===== src/rtl/bin_to_bcd_seq.sv =====
// Sequential double-dabble binary-to-BCD converter with start/busy/done handshake.
// The result registers only change on the last shift iteration, so a display never sees partial values.
module bin_to_bcd_seq #(
    parameter int BIN_W  = 16,
    parameter int DIGITS = 5
) (
    input  logic                clk,
    input  logic                reset,
    input  logic                start,
    input  logic [BIN_W-1:0]    bin_in,
    output logic                busy,
    output logic                done,
    output logic [4*DIGITS-1:0] bcd_out,
    output logic [3:0]          sig_digits,
    output logic                overflow,
    output logic [1:0]          fsm_state
);

    localparam int SW    = 4 * DIGITS;
    localparam int CNT_W = $clog2(BIN_W) + 1;

    // Handshake: a conversion is accepted on any rising edge where start=1 and busy=0
    // (IDLE or FINISH); busy is high exactly in SHIFT; done is high exactly in FINISH.
    typedef enum logic [1:0] {
        IDLE   = 2'd0,
        SHIFT  = 2'd1,
        FINISH = 2'd2
    } state_t;

    state_t state, state_next;

    logic [BIN_W-1:0] bin_reg;
    logic [SW-1:0]    scratch, adj, scratch_next;
    logic [CNT_W-1:0] iter;
    logic             ovf_sticky, shift_out, top_wrap, final_ovf;
    logic             last_iter, accept;
    logic [3:0]       sig_next;

    assign last_iter = (iter == CNT_W'(BIN_W - 1));
    assign fsm_state = state;

    always_ff @(posedge clk) begin
        if (reset) state <= IDLE;
        else       state <= state_next;
    end

    always_comb begin
        state_next = state;
        busy       = 1'b0;
        done       = 1'b0;
        accept     = 1'b0;
        case (state)
            IDLE: begin
                if (start) begin
                    accept     = 1'b1;
                    state_next = SHIFT;
                end
            end
            SHIFT: begin
                busy = 1'b1;
                if (last_iter) state_next = FINISH;
            end
            FINISH: begin
                done = 1'b1;
                if (start) begin
                    accept     = 1'b1;
                    state_next = SHIFT;
                end else begin
                    state_next = IDLE;
                end
            end
            default: state_next = IDLE;
        endcase
    end

    // Add-3 correction on every nibble, then one left shift of {scratch, bin_reg}.
    always_comb begin
        adj = scratch;
        for (int i = 0; i < DIGITS; i++) begin
            if (scratch[4*i +: 4] >= 4'd5) adj[4*i +: 4] = scratch[4*i +: 4] + 4'd3;
        end
    end

    // A top nibble of 13..15 would wrap during correction; treat that as overflow too.
    assign top_wrap     = (scratch[SW-1 -: 4] >= 4'd13);
    assign shift_out    = adj[SW-1];
    assign scratch_next = {adj[SW-2:0], bin_reg[BIN_W-1]};
    assign final_ovf    = ovf_sticky | shift_out | top_wrap | (scratch_next[SW-1 -: 4] > 4'd9);

    always_comb begin
        sig_next = 4'd1;
        for (int i = 0; i < DIGITS; i++) begin
            if (scratch_next[4*i +: 4] != 4'd0) sig_next = 4'(i + 1);
        end
    end

    always_ff @(posedge clk) begin
        if (reset) begin
            bin_reg    <= '0;
            scratch    <= '0;
            iter       <= '0;
            ovf_sticky <= 1'b0;
            bcd_out    <= '0;
            sig_digits <= 4'd1;
            overflow   <= 1'b0;
        end else if (accept) begin
            bin_reg    <= bin_in;
            scratch    <= '0;
            iter       <= '0;
            ovf_sticky <= 1'b0;
        end else if (state == SHIFT) begin
            bin_reg    <= bin_reg << 1;
            scratch    <= scratch_next;
            iter       <= iter + 1'b1;
            ovf_sticky <= ovf_sticky | shift_out | top_wrap;
            if (last_iter) begin
                bcd_out    <= scratch_next;
                sig_digits <= sig_next;
                overflow   <= final_ovf;
            end
        end
    end

endmodule

===== config.mk =====
export PLATFORM = sky130hd
export DESIGN_NAME = bin_to_bcd_seq
export DESIGN_NICKNAME = d
export VERILOG_FILES = /design/src/rtl/bin_to_bcd_seq.sv
export SDC_FILE = /design/constraint.sdc
export NUM_CORES = 1
export LEC_CHECK = 0
export CORE_ASPECT_RATIO = 0.8
export CORE_UTILIZATION = 59
export CTS_BUF_LIST = sky130_fd_sc_hd__clkbuf_4 sky130_fd_sc_hd__clkbuf_8
export DETAILED_ROUTE_END_ITERATION = 16
export DONT_BUFFER_PORTS = 1
export PLACE_DENSITY = 0.75
export SLEW_MARGIN = 5
export SYNTH_ARGS = -nofsm -noshare
export SYNTH_HDL_FRONTEND = slang
export SYNTH_SLANG_ARGS = --single-unit

===== constraint.sdc =====
create_clock -name clk -period 1.79 [get_ports clk]
set_input_delay 0.0895 -clock clk [delete_from_list [all_inputs] [get_ports clk]]
set_output_delay 0.0895 -clock clk [all_outputs]
set_load 0.05 [all_outputs]

==> results.sh, run 1 <==
export IMPL_status="finished, violations left"
export IMPL_violations="negative setup slack"
export IMPL_placed_cell_area_sq_um=3400
export IMPL_leakagePower_nw=1.59
export IMPL_initial_core_util_pct=61.4
export IMPL_final_fill_count=306
export IMPL_yosysUniqueCellTypes=37
export IMPL_grt_overflow=0
export IMPL_period_share_pct=101
export IMPL_finalInstanceArea_sq_um=4100
export IMPL_clkTransAtPathRegs_ns=0.08
export IMPL_ys_top_cells_by_count="73 x nand2_1, 68 x dfxtp_1, 45 x nor2_1"
export IMPL_fp_dieH_microns=66.8
export IMPL_first_pass_iters=4
export IMPL_syn_nets=415
export IMPL_syn_area_sq_um=3090
export IMPL_synth_top_area_cell="dfxtp_1"
export IMPL_std_cell_rows=23
export IMPL_synth_cells=384
export IMPL_drv_slew=0
export IMPL_syn_avg_cell_area_sq_um=8.06
export IMPL_cts_buffers=9
export IMPL_crit_required_ns=2.06
export IMPL_drt_iter0_markers=189
export IMPL_cp_cell_sequence="inv_2 -> ha_1 -> nand2b_4 -> a21oi_4 -> mux2i_1 -> nor4b_4 -> o21ai_1 -> a211oi_2"
export IMPL_ys_flop_type="dfxtp_1"
export IMPL_via_per_inst=5.73
export IMPL_fmax_mhz=552
export IMPL_worst_setup_path_end_kind="flip-flop"
export IMPL_worst_path_max_delay_cell="dfxtp_2"
export IMPL_max_clock_path_buffers=2
export IMPL_ys_warn_count=0
export IMPL_rsz0062_at_grt="yes"
export IMPL_area_growth_synth_to_final_pct=32.4
export IMPL_hp_start="reset"
export IMPL_cp_arrival_ns=2.09
export IMPL_clock_sinks=68
export IMPL_synth_edf_count=0
export IMPL_min_delay_path_class="in2reg"
export IMPL_ant_nets=0
export IMPL_ys_ff_latch=68
export IMPL_cts_root_buf="clkbuf_8"
export IMPL_hpwl_microns=4670
export IMPL_finClkSkew_ns=0.00747
export IMPL_htreeDepth=3
export IMPL_post_route_util_pct=81.4
export IMPL_post_drt_wl_per_cell_microns=16.6
export IMPL_cap_violations=0
export IMPL_critPathBufInv=1
export IMPL_critPathLaunch="scratch[17]"
export IMPL_drcViolationCount=0
export IMPL_startpoint_type="flip-flop"
export IMPL_antenna_cells=0
export IMPL_clk_latency_ns=0.34
export IMPL_critPathMaxFanout=4
export IMPL_grt_antenna_before_repair=0
export IMPL_fin_cells=499
export IMPL_dp_cells=460
export IMPL_fp_dieArea_sq_um=5540
export IMPL_grt_pass1_wl_microns=12400
export IMPL_yosys_cell_count_top_type="nand2_1"
export IMPL_hold_violations=0
export IMPL_p_per_area_nw_per_um2=948
export IMPL_wl_microns=8270
export IMPL_port_buffers=0
export IMPL_grt_max_degree=43
export IMPL_nets=463
export IMPL_synthArstFlopShare_pct=0
export IMPL_io_pins=48
export IMPL_worst_slew_pin_slew_ns=0.534
export IMPL_ir_drop_mv=0.691
export IMPL_setup_viol=1
export IMPL_synth_area_top_cells="dfxtp_1 44%, nand2_1 8.9%, a21oi_1 6.3%, nor2_1 5.5%, ha_1 4.9%"
export IMPL_slew_headroom_pct=64.3
export IMPL_core_region_area_sq_um=5040
export IMPL_track_usage_pct=28.8
export IMPL_die_x_microns=83.0
export IMPL_final_layout_size_suffix_gt1_share_pct=23.3
export IMPL_regToRegStartpoint="scratch[17]"
export IMPL_routabilityCongestion=0.776
export IMPL_period_minus_slack_ns=1.81
export IMPL_cts_tree="yes"
export IMPL_yosysSeqAreaShare_pct=44.0
export IMPL_yosysTopAreaCellShare_pct=44.0
export IMPL_fin_ws_ns=-0.0214
export IMPL_critical_path_max_stage_delay_ns=0.34
export IMPL_crit_type="reg2reg"
export IMPL_first_global_vias=2596
export IMPL_crit_family="compound AO/OA/AOI/OAI gates"
export IMPL_vias=2859
final timing paths:
| check | endpoint | slack [ns] | cells past startpoint |
|---|---|---|---|
| min | sig_digits[1] | 0.04 | 2 |
| max reg2reg | sig_digits[1] | -0.02 | 8 |
| min reg2reg | bcd_out[14] | 0.47 | 2 |
| max | sig_digits[1] | -0.02 | 8 |
repair_timing:
action	CTS	global route
hold buffers	17	0
endpoints found under the hold margin	42	0
setup buffers	3	2
endpoints found under the setup margin	1	7
pin swaps	2	7
resized for setup	11	34
cloned	0	1
logic make-up after synthesis:
group                      synth area share, %
adders and majority gates                 4.85
muxes                                     3.24
buffers and inverters                     4.77
and+or+nand+nor                           23.3
DFF                                       44.0
xor gates and xnor gates                  2.26
AOI/OAI and AO/OA                         17.4
other                                    0.121
through the flow:
| step | worst slack (ns) | setup TNS, ns | hold slack [ns] | power, W |
|---|---|---|---|---|
| final | -0.0214 | -0.0214 | 0.0350 | 0.00388 |
| after global placement | 0.0169 | 0 | 0.159 | 0.00194 |
| after detailed placement | -0.0548 | -0.0548 | 0.161 | 0.00196 |
| after global routing | -0.0868 | -0.159 | 0.0291 | 0.00402 |
| after CTS | 0.00142 | 0 | 0.0233 | 0.00385 |
| after floorplan | 0.0171 | 0 | 0.270 | 0.00188 |
where the power goes:
group / internal [W] / leakage (nW) / switching, W
sequential: 0.00156 / 0.558 / 0.0000412
combinational: 0.000191 / 0.883 / 0.000248
clock: 0.00125 / 0.147 / 0.000594
total: 0.00300 / 1.59 / 0.000883
cell type report:
type	count	area [sq um]	area share [%]
inverter	12	47.5	1.16
sequential	68	1380	33.6
clock buffer	10	138	3.36
timing repair buffer	62	573	14.0
clock inverter	6	159	3.88
tap	62	77.6	1.89
multi-input combinational	279	1730	42.1
layout by cell type, fill, tap and decap left out, types with 2 or more instances in the layout:
cell type | synthesis | routed
a211oi_1 | 18 | 18
a21oi_1 | 39 | 34
a21oi_2 | 0 | 4
a21oi_4 | 1 | 2
a311oi_1 | 7 | 7
and3_1 | 3 | 3
buf_12 | 0 | 4
buf_4 | 1 | 41
bufinv_16 | 0 | 5
clkbuf_8 | 0 | 10
dfxtp_1 | 68 | 58
dfxtp_2 | 0 | 9
dlygate4sd3_1 | 0 | 16
ha_1 | 12 | 8
ha_4 | 0 | 3
inv_1 | 11 | 5
inv_2 | 1 | 6
mux2i_1 | 10 | 6
mux2i_2 | 0 | 3
nand2_1 | 73 | 73
nand2b_1 | 7 | 6
nand2b_4 | 0 | 2
nand3_1 | 5 | 5
nand3b_1 | 2 | 2
nor2_1 | 45 | 45
nor3_1 | 12 | 12
nor3b_1 | 8 | 6
o21ai_0 | 6 | 5
o21ai_1 | 3 | 3
o22ai_1 | 8 | 8
xnor2_1 | 6 | 5
xor2_1 | 2 | 2
metal layers:
layer | GRT usage, % | vias up | wire length, microns
met5 | 0 | - | 0
met4 | 8.41 | 0 | 133
met3 | 7.68 | 17 | 601
met2 | 51.6 | 103 | 4190
met1 | 34.2 | 1331 | 3340
li1 | - | 1408 | -
Note: power is estimated with default switching activity, not from simulation.
==> run 2, diff against run 1 <==
--- a/config.mk
+++ b/config.mk
@@ -11,6 +11,7 @@
 export DETAILED_ROUTE_END_ITERATION = 16
 export DONT_BUFFER_PORTS = 1
 export PLACE_DENSITY = 0.75
+export SETUP_SLACK_MARGIN = 0.3
 export SLEW_MARGIN = 5
 export SYNTH_ARGS = -nofsm -noshare
 export SYNTH_HDL_FRONTEND = slang
==> results.sh, run 2 (synthesis gave the netlist of run 1 again) <==
export IMPL_fin_ws_ns=-0.133
export IMPL_initial_core_util_pct=61.4
export IMPL_cts_tree="yes"
export IMPL_core_region_area_sq_um=5040
export IMPL_track_usage_pct=32.9
export IMPL_clkTransAtPathRegs_ns=0.08
export IMPL_drt_iter0_markers=549
export IMPL_wl_microns=13100
export IMPL_first_pass_iters=8
export IMPL_fmax_mhz=520
export IMPL_worst_slew_pin_slew_ns=0.593
export IMPL_p_seq_share_pct=46.5
export IMPL_grt_pass1_wl_microns=13900
export IMPL_min_delay_path_class="in2reg"
export IMPL_vias=3621
export IMPL_hp_start="reset"
export IMPL_critPathMaxFanout=4
export IMPL_place_ws_ns=-0.0384
export IMPL_nets=477
export IMPL_cp_arrival_ns=2.15
export IMPL_leakagePower_nw=1.87
export IMPL_die_x_microns=83.0
export IMPL_finClkSkew_ns=0.0195
export IMPL_drv_slew=0
export IMPL_gr_usage_met3_pct=8.30
export IMPL_cts_buffers=9
export IMPL_max_clock_path_buffers=2
export IMPL_io_pins=48
export IMPL_clk_latency_ns=0.37
export IMPL_clock_sinks=68
export IMPL_ant_nets=0
export IMPL_period_minus_slack_ns=1.92
export IMPL_cap_violations=0
export IMPL_std_cell_rows=23
export IMPL_switching_share_pct=29.5
export IMPL_worst_setup_path_end_kind="flip-flop"
export IMPL_met1_usage_pct=38.5
export IMPL_fp_dieArea_sq_um=5540
export IMPL_grt_antenna_before_repair=0
export IMPL_area_growth_synth_to_final_pct=56.3
export IMPL_p_sw_w=0.00103
export IMPL_status="finished, violations left"
export IMPL_clockPowerShare_pct=36.4
export IMPL_ir_drop_mv=0.773
export IMPL_grt_overflow=0
export IMPL_final_common_cell="nand2_1"
export IMPL_crit_required_ns=2.02
export IMPL_startpoint_type="flip-flop"
export IMPL_rsz0062_at_grt="yes"
export IMPL_post_route_util_pct=96.0
export IMPL_regToRegStartpoint="scratch[9]"
export IMPL_period_share_pct=107
export IMPL_p_per_area_nw_per_um2=720
export IMPL_p_int_w=0.00246
export IMPL_htreeDepth=3
export IMPL_hpwl_microns=4720
export IMPL_routabilityCongestion=0.783
export IMPL_finalInstanceArea_sq_um=4840
export IMPL_drcViolationCount=0
export IMPL_post_drt_wl_per_cell_microns=25.6
export IMPL_fp_dieH_microns=66.8
export IMPL_via_per_inst=7.06
export IMPL_cts_root_buf="clkbuf_8"
export IMPL_final_cell_mix="61 x nand2_1, 52 x dfxtp_1, 37 x buf_4, 36 x nor2_1, 19 x a21oi_1"
export IMPL_grt_use_met2_pct=57.9
export IMPL_grt_max_degree=43
export IMPL_violations="negative setup slack"
export IMPL_hold_depth=2
export IMPL_critPathLaunch="scratch[9]"
export IMPL_placed_cell_area_sq_um=3430
export IMPL_antenna_cells=0
export IMPL_hold_violations=0
export IMPL_total_power_w=0.00348
export IMPL_crit_type="reg2reg"
export IMPL_slew_headroom_pct=60.4
export IMPL_comb_power_share_pct=17.1
export IMPL_tns_ns=-0.261
export IMPL_worstRegToRegCells=8
export IMPL_final_layout_size_suffix_gt1_share_pct=44.3
export IMPL_setup_viol=3
export IMPL_grt_busiest_layer="met2"
export IMPL_first_global_vias=2859
export IMPL_port_buffers=0
## run 2: changes by cell type in the layout (fill, tap and decap cells not counted), sizes merged
cell    change
clkinv      +4
bufinv      -4
buf        +14
## run 2: layout make-up
type / instances / area (sq um)
multi-input cells: 279 / 2270
flip-flops and latches: 68 / 1400
repair buffers: 76 / 841
fillers: 99 / 199
clock buffers: 10 / 131
well taps: 62 / 77.6
inverters: 12 / 65.1
clock inverters: 6 / 55.1
## run 2: final timing paths
path              endpoint  slack [ns]
min           fsm_state[0]        0.06
max          sig_digits[0]       -0.13
min reg2reg    bcd_out[13]        0.49
max reg2reg  sig_digits[0]       -0.13
## run 2: routing by layer
| layer | up-vias | part of all wire [%] |
|---|---|---|
| li1 | 1440 | - |
| met1 | 1728 | 35 |
| met2 | 330 | 47 |
| met3 | 123 | 10 |
| met4 | 0 | 8.0 |
| met5 | - | 0 |
## run 2: worst max-delay path: stages (launching register included)
cell and delay [ns]:
dfxtp_4 0.39, inv_6 0.05, ha_4 0.15, nand2b_4 0.15, a21oi_4 0.18, mux2i_1 0.28, nand3_1 0.19, o21ai_1 0.26
a31oi_1 0.13
## run 2: through the flow
stage	hold slack, ns	instances
3_3_place_gp	0.157	448
4_1_cts	0.0387	500
5_1_grt	0.0573	513
6_report	0.0558	513
2_1_floorplan	0.270	384
3_5_place_dp	0.158	448
## run 2: power groups by stage
stage / Clock [W] / Sequential, W / Combinational [W]
after floorplan: 0 / 0.00163 / 0.000273
after global placement: 0 / 0.00164 / 0.000325
after detailed placement: 0 / 0.00164 / 0.000336
after CTS: 0.00122 / 0.00161 / 0.000432
after global routing: 0.00132 / 0.00162 / 0.000612
final: 0.00127 / 0.00162 / 0.000595
## run 2: timing repair
action / 4_1_cts / 5_1_grt
pin swaps: 10 / 33
endpoints found under the setup margin: 40 / 55
resized for setup: 64 / 99
setup buffers: 15 / 12
hold endpoints to repair: 42 / 0
gates cloned: 4 / 1
hold buffers: 17 / 0
==> run 3, diff against run 2 <==
--- a/config.mk
+++ b/config.mk
@@ -6,11 +6,12 @@
 export NUM_CORES = 1
 export LEC_CHECK = 0
 export CORE_ASPECT_RATIO = 0.8
-export CORE_UTILIZATION = 59
+export CORE_UTILIZATION = 60
 export CTS_BUF_LIST = sky130_fd_sc_hd__clkbuf_4 sky130_fd_sc_hd__clkbuf_8
 export DETAILED_ROUTE_END_ITERATION = 16
 export DONT_BUFFER_PORTS = 1
-export PLACE_DENSITY = 0.75
+export MAX_ROUTING_LAYER = met4
+export PLACE_DENSITY = 0.73
 export SETUP_SLACK_MARGIN = 0.3
 export SLEW_MARGIN = 5
 export SYNTH_ARGS = -nofsm -noshare
==> constraint.sdc (replaced) <==
create_clock -name clk -period 2.1 [get_ports clk]
set_input_delay 0.105 -clock clk [delete_from_list [all_inputs] [get_ports clk]]
set_output_delay 0.105 -clock clk [all_outputs]
set_load 0.05 [all_outputs]
==> results.sh, run 3 (synthesis gave the netlist of run 1 again) <==
export IMPL_initial_core_util_pct=65.0
export IMPL_final_cell_mix="71 x nand2_1, 61 x dfxtp_1, 43 x nor2_1, 33 x a21oi_1"
export IMPL_critPathMaxFanout=3
export IMPL_fmax_mhz=533
export IMPL_clk_latency_ns=0.36
export IMPL_grt_overflow=0
export IMPL_post_drt_wl_per_cell_microns=15.4
export IMPL_tns_ns=0
export IMPL_crit_type="reg2reg"
export IMPL_placed_cell_area_sq_um=3170
export IMPL_via_per_inst=5.75
export IMPL_crit_required_ns=2.38
export IMPL_max_clock_path_buffers=2
export IMPL_final_fill_count=364
export IMPL_worst_setup_path_end_kind="flip-flop"
export IMPL_cts_root_buf="clkbuf_8"
export IMPL_final_layout_size_suffix_gt1_share_pct=18.0
export IMPL_fp_dieArea_sq_um=5450
export IMPL_hpwl_microns=4290
export IMPL_hold_depth=2
export IMPL_drcViolationCount=0
export IMPL_finalInstanceArea_sq_um=3720
export IMPL_clock_sinks=68
export IMPL_first_pass_iters=6
export IMPL_cp_arrival_ns=2.16
export IMPL_min_delay_path_class="in2reg"
export IMPL_vias=2709
export IMPL_hold_end="bin_reg[5]"
export IMPL_core_region_area_sq_um=4760
export IMPL_nets=437
export IMPL_hold_violations=0
export IMPL_p_seq_share_pct=51.5
export IMPL_slew_headroom_pct=63.2
export IMPL_std_cell_rows=22
export IMPL_reg2reg_slack_ns=0.22
export IMPL_routabilityCongestion=0.931
export IMPL_fp_dieH_microns=66.2
export IMPL_track_usage_pct=28.0
export IMPL_status="completed"
export IMPL_antenna_cells=0
export IMPL_regToRegStartpoint="scratch[13]"
export IMPL_p_per_area_nw_per_um2=714
export IMPL_startpoint_type="flip-flop"
export IMPL_port_buffers=0
export IMPL_rsz0062_at_grt="yes"
export IMPL_worstRegToRegCells=8
export IMPL_final_common_cell="nand2_1"
export IMPL_clockPowerShare_pct=35.6
export IMPL_switching_share_pct=26.9
export IMPL_first_global_vias=2342
export IMPL_leakagePower_nw=1.39
export IMPL_clkTransAtPathRegs_ns=0.07
export IMPL_area_growth_synth_to_final_pct=20.2
export IMPL_p_sw_w=0.000713
export IMPL_hp_start="bin_in[5]"
export IMPL_ant_nets=0
export IMPL_p_int_w=0.00194
export IMPL_wl_microns=7270
export IMPL_drv_slew=0
export IMPL_htreeDepth=3
export IMPL_drt_iter0_markers=165
export IMPL_period_minus_slack_ns=1.88
export IMPL_grt_antenna_before_repair=0
export IMPL_comb_power_share_pct=12.9
export IMPL_die_x_microns=82.3
export IMPL_timing_rr_end="sig_digits[1]"
export IMPL_finClkSkew_ns=0.00842
export IMPL_setup_viol=0
export IMPL_grt_max_degree=43
export IMPL_io_pins=48
export IMPL_cts_buffers=9
export IMPL_period_share_pct=89.3
export IMPL_worst_slew_pin_slew_ns=0.551
export IMPL_grt_pass1_wl_microns=10800
export IMPL_cap_violations=0
export IMPL_ir_drop_mv=0.670
export IMPL_cts_tree="yes"
run 3: worst max-delay path by stage:
stage | cells past startpoint | end | from
floorplan | 8 | sig_digits[1] | scratch[17]
global placement | 8 | sig_digits[1] | scratch[17]
detailed placement | 8 | sig_digits[1] | scratch[17]
CTS | 8 | sig_digits[1] | scratch[17]
global route | 8 | sig_digits[1] | scratch[13]
finish | 8 | sig_digits[1] | scratch[13]
run 3: layer usage:
metal | wire length [microns] | GRT usage, % | up-vias
met2 | 3430 | 46.3 | 86
met5 | 0 | - | -
li1 | - | - | 1360
met4 | 177 | 7.24 | 0
met1 | 3230 | 32.1 | 1245
met3 | 431 | 9.79 | 18
run 3: final cells by class:
cell class | instances | area (sq um) | share of cell area (%)
flip-flops and latches | 68 | 1370 | 36.8
well taps | 60 | 75.1 | 2.02
repair buffers | 36 | 350 | 9.42
multi-input cells | 279 | 1710 | 45.9
clock inverters | 5 | 27.5 | 0.740
inverters | 12 | 45.0 | 1.21
clock buffers | 11 | 145 | 3.90
run 3: power by group through the flow:
| stage | sequential, W | combinational [W] | clock [W] |
|---|---|---|---|
| finish | 0.00137 | 0.000342 | 0.000946 |
| global route | 0.00137 | 0.000375 | 0.00101 |
| CTS | 0.00136 | 0.000320 | 0.000963 |
| detailed placement | 0.00139 | 0.000258 | 0 |
| global placement | 0.00139 | 0.000254 | 0 |
| floorplan | 0.00139 | 0.000211 | 0 |
run 3: through the flow:
step                utilization (%)  power, W  setup WS [ns]  hold slack [ns]  instances
CTS                            76.0   0.00265          0.300         0.000146        468
global route                   78.1   0.00275          0.139           0.0204        471
floorplan                         -   0.00160          0.327            0.286        384
finish                         78.1   0.00265          0.224           0.0122        471
global placement               66.7   0.00164          0.194            0.175        431
detailed placement             66.7   0.00165         0.0753            0.176        431
run 3: critical path, cell delays in order, from the launching register on:
cell,delay [ns]
dfxtp_2,0.34
inv_2,0.06
ha_1,0.17
nand2b_4,0.15
nor3b_1,0.14
nand3b_1,0.24
nor4b_4,0.38
o21ai_1,0.13
a211oi_2,0.19
run 3: what timing repair did:
item,CTS,global route
gates cloned,0,1
endpoints found under the hold margin,42,0
gates resized for setup,17,20
hold buffers,16,0
setup buffers,5,2
pin swaps,3,4
setup endpoints to repair,2,7
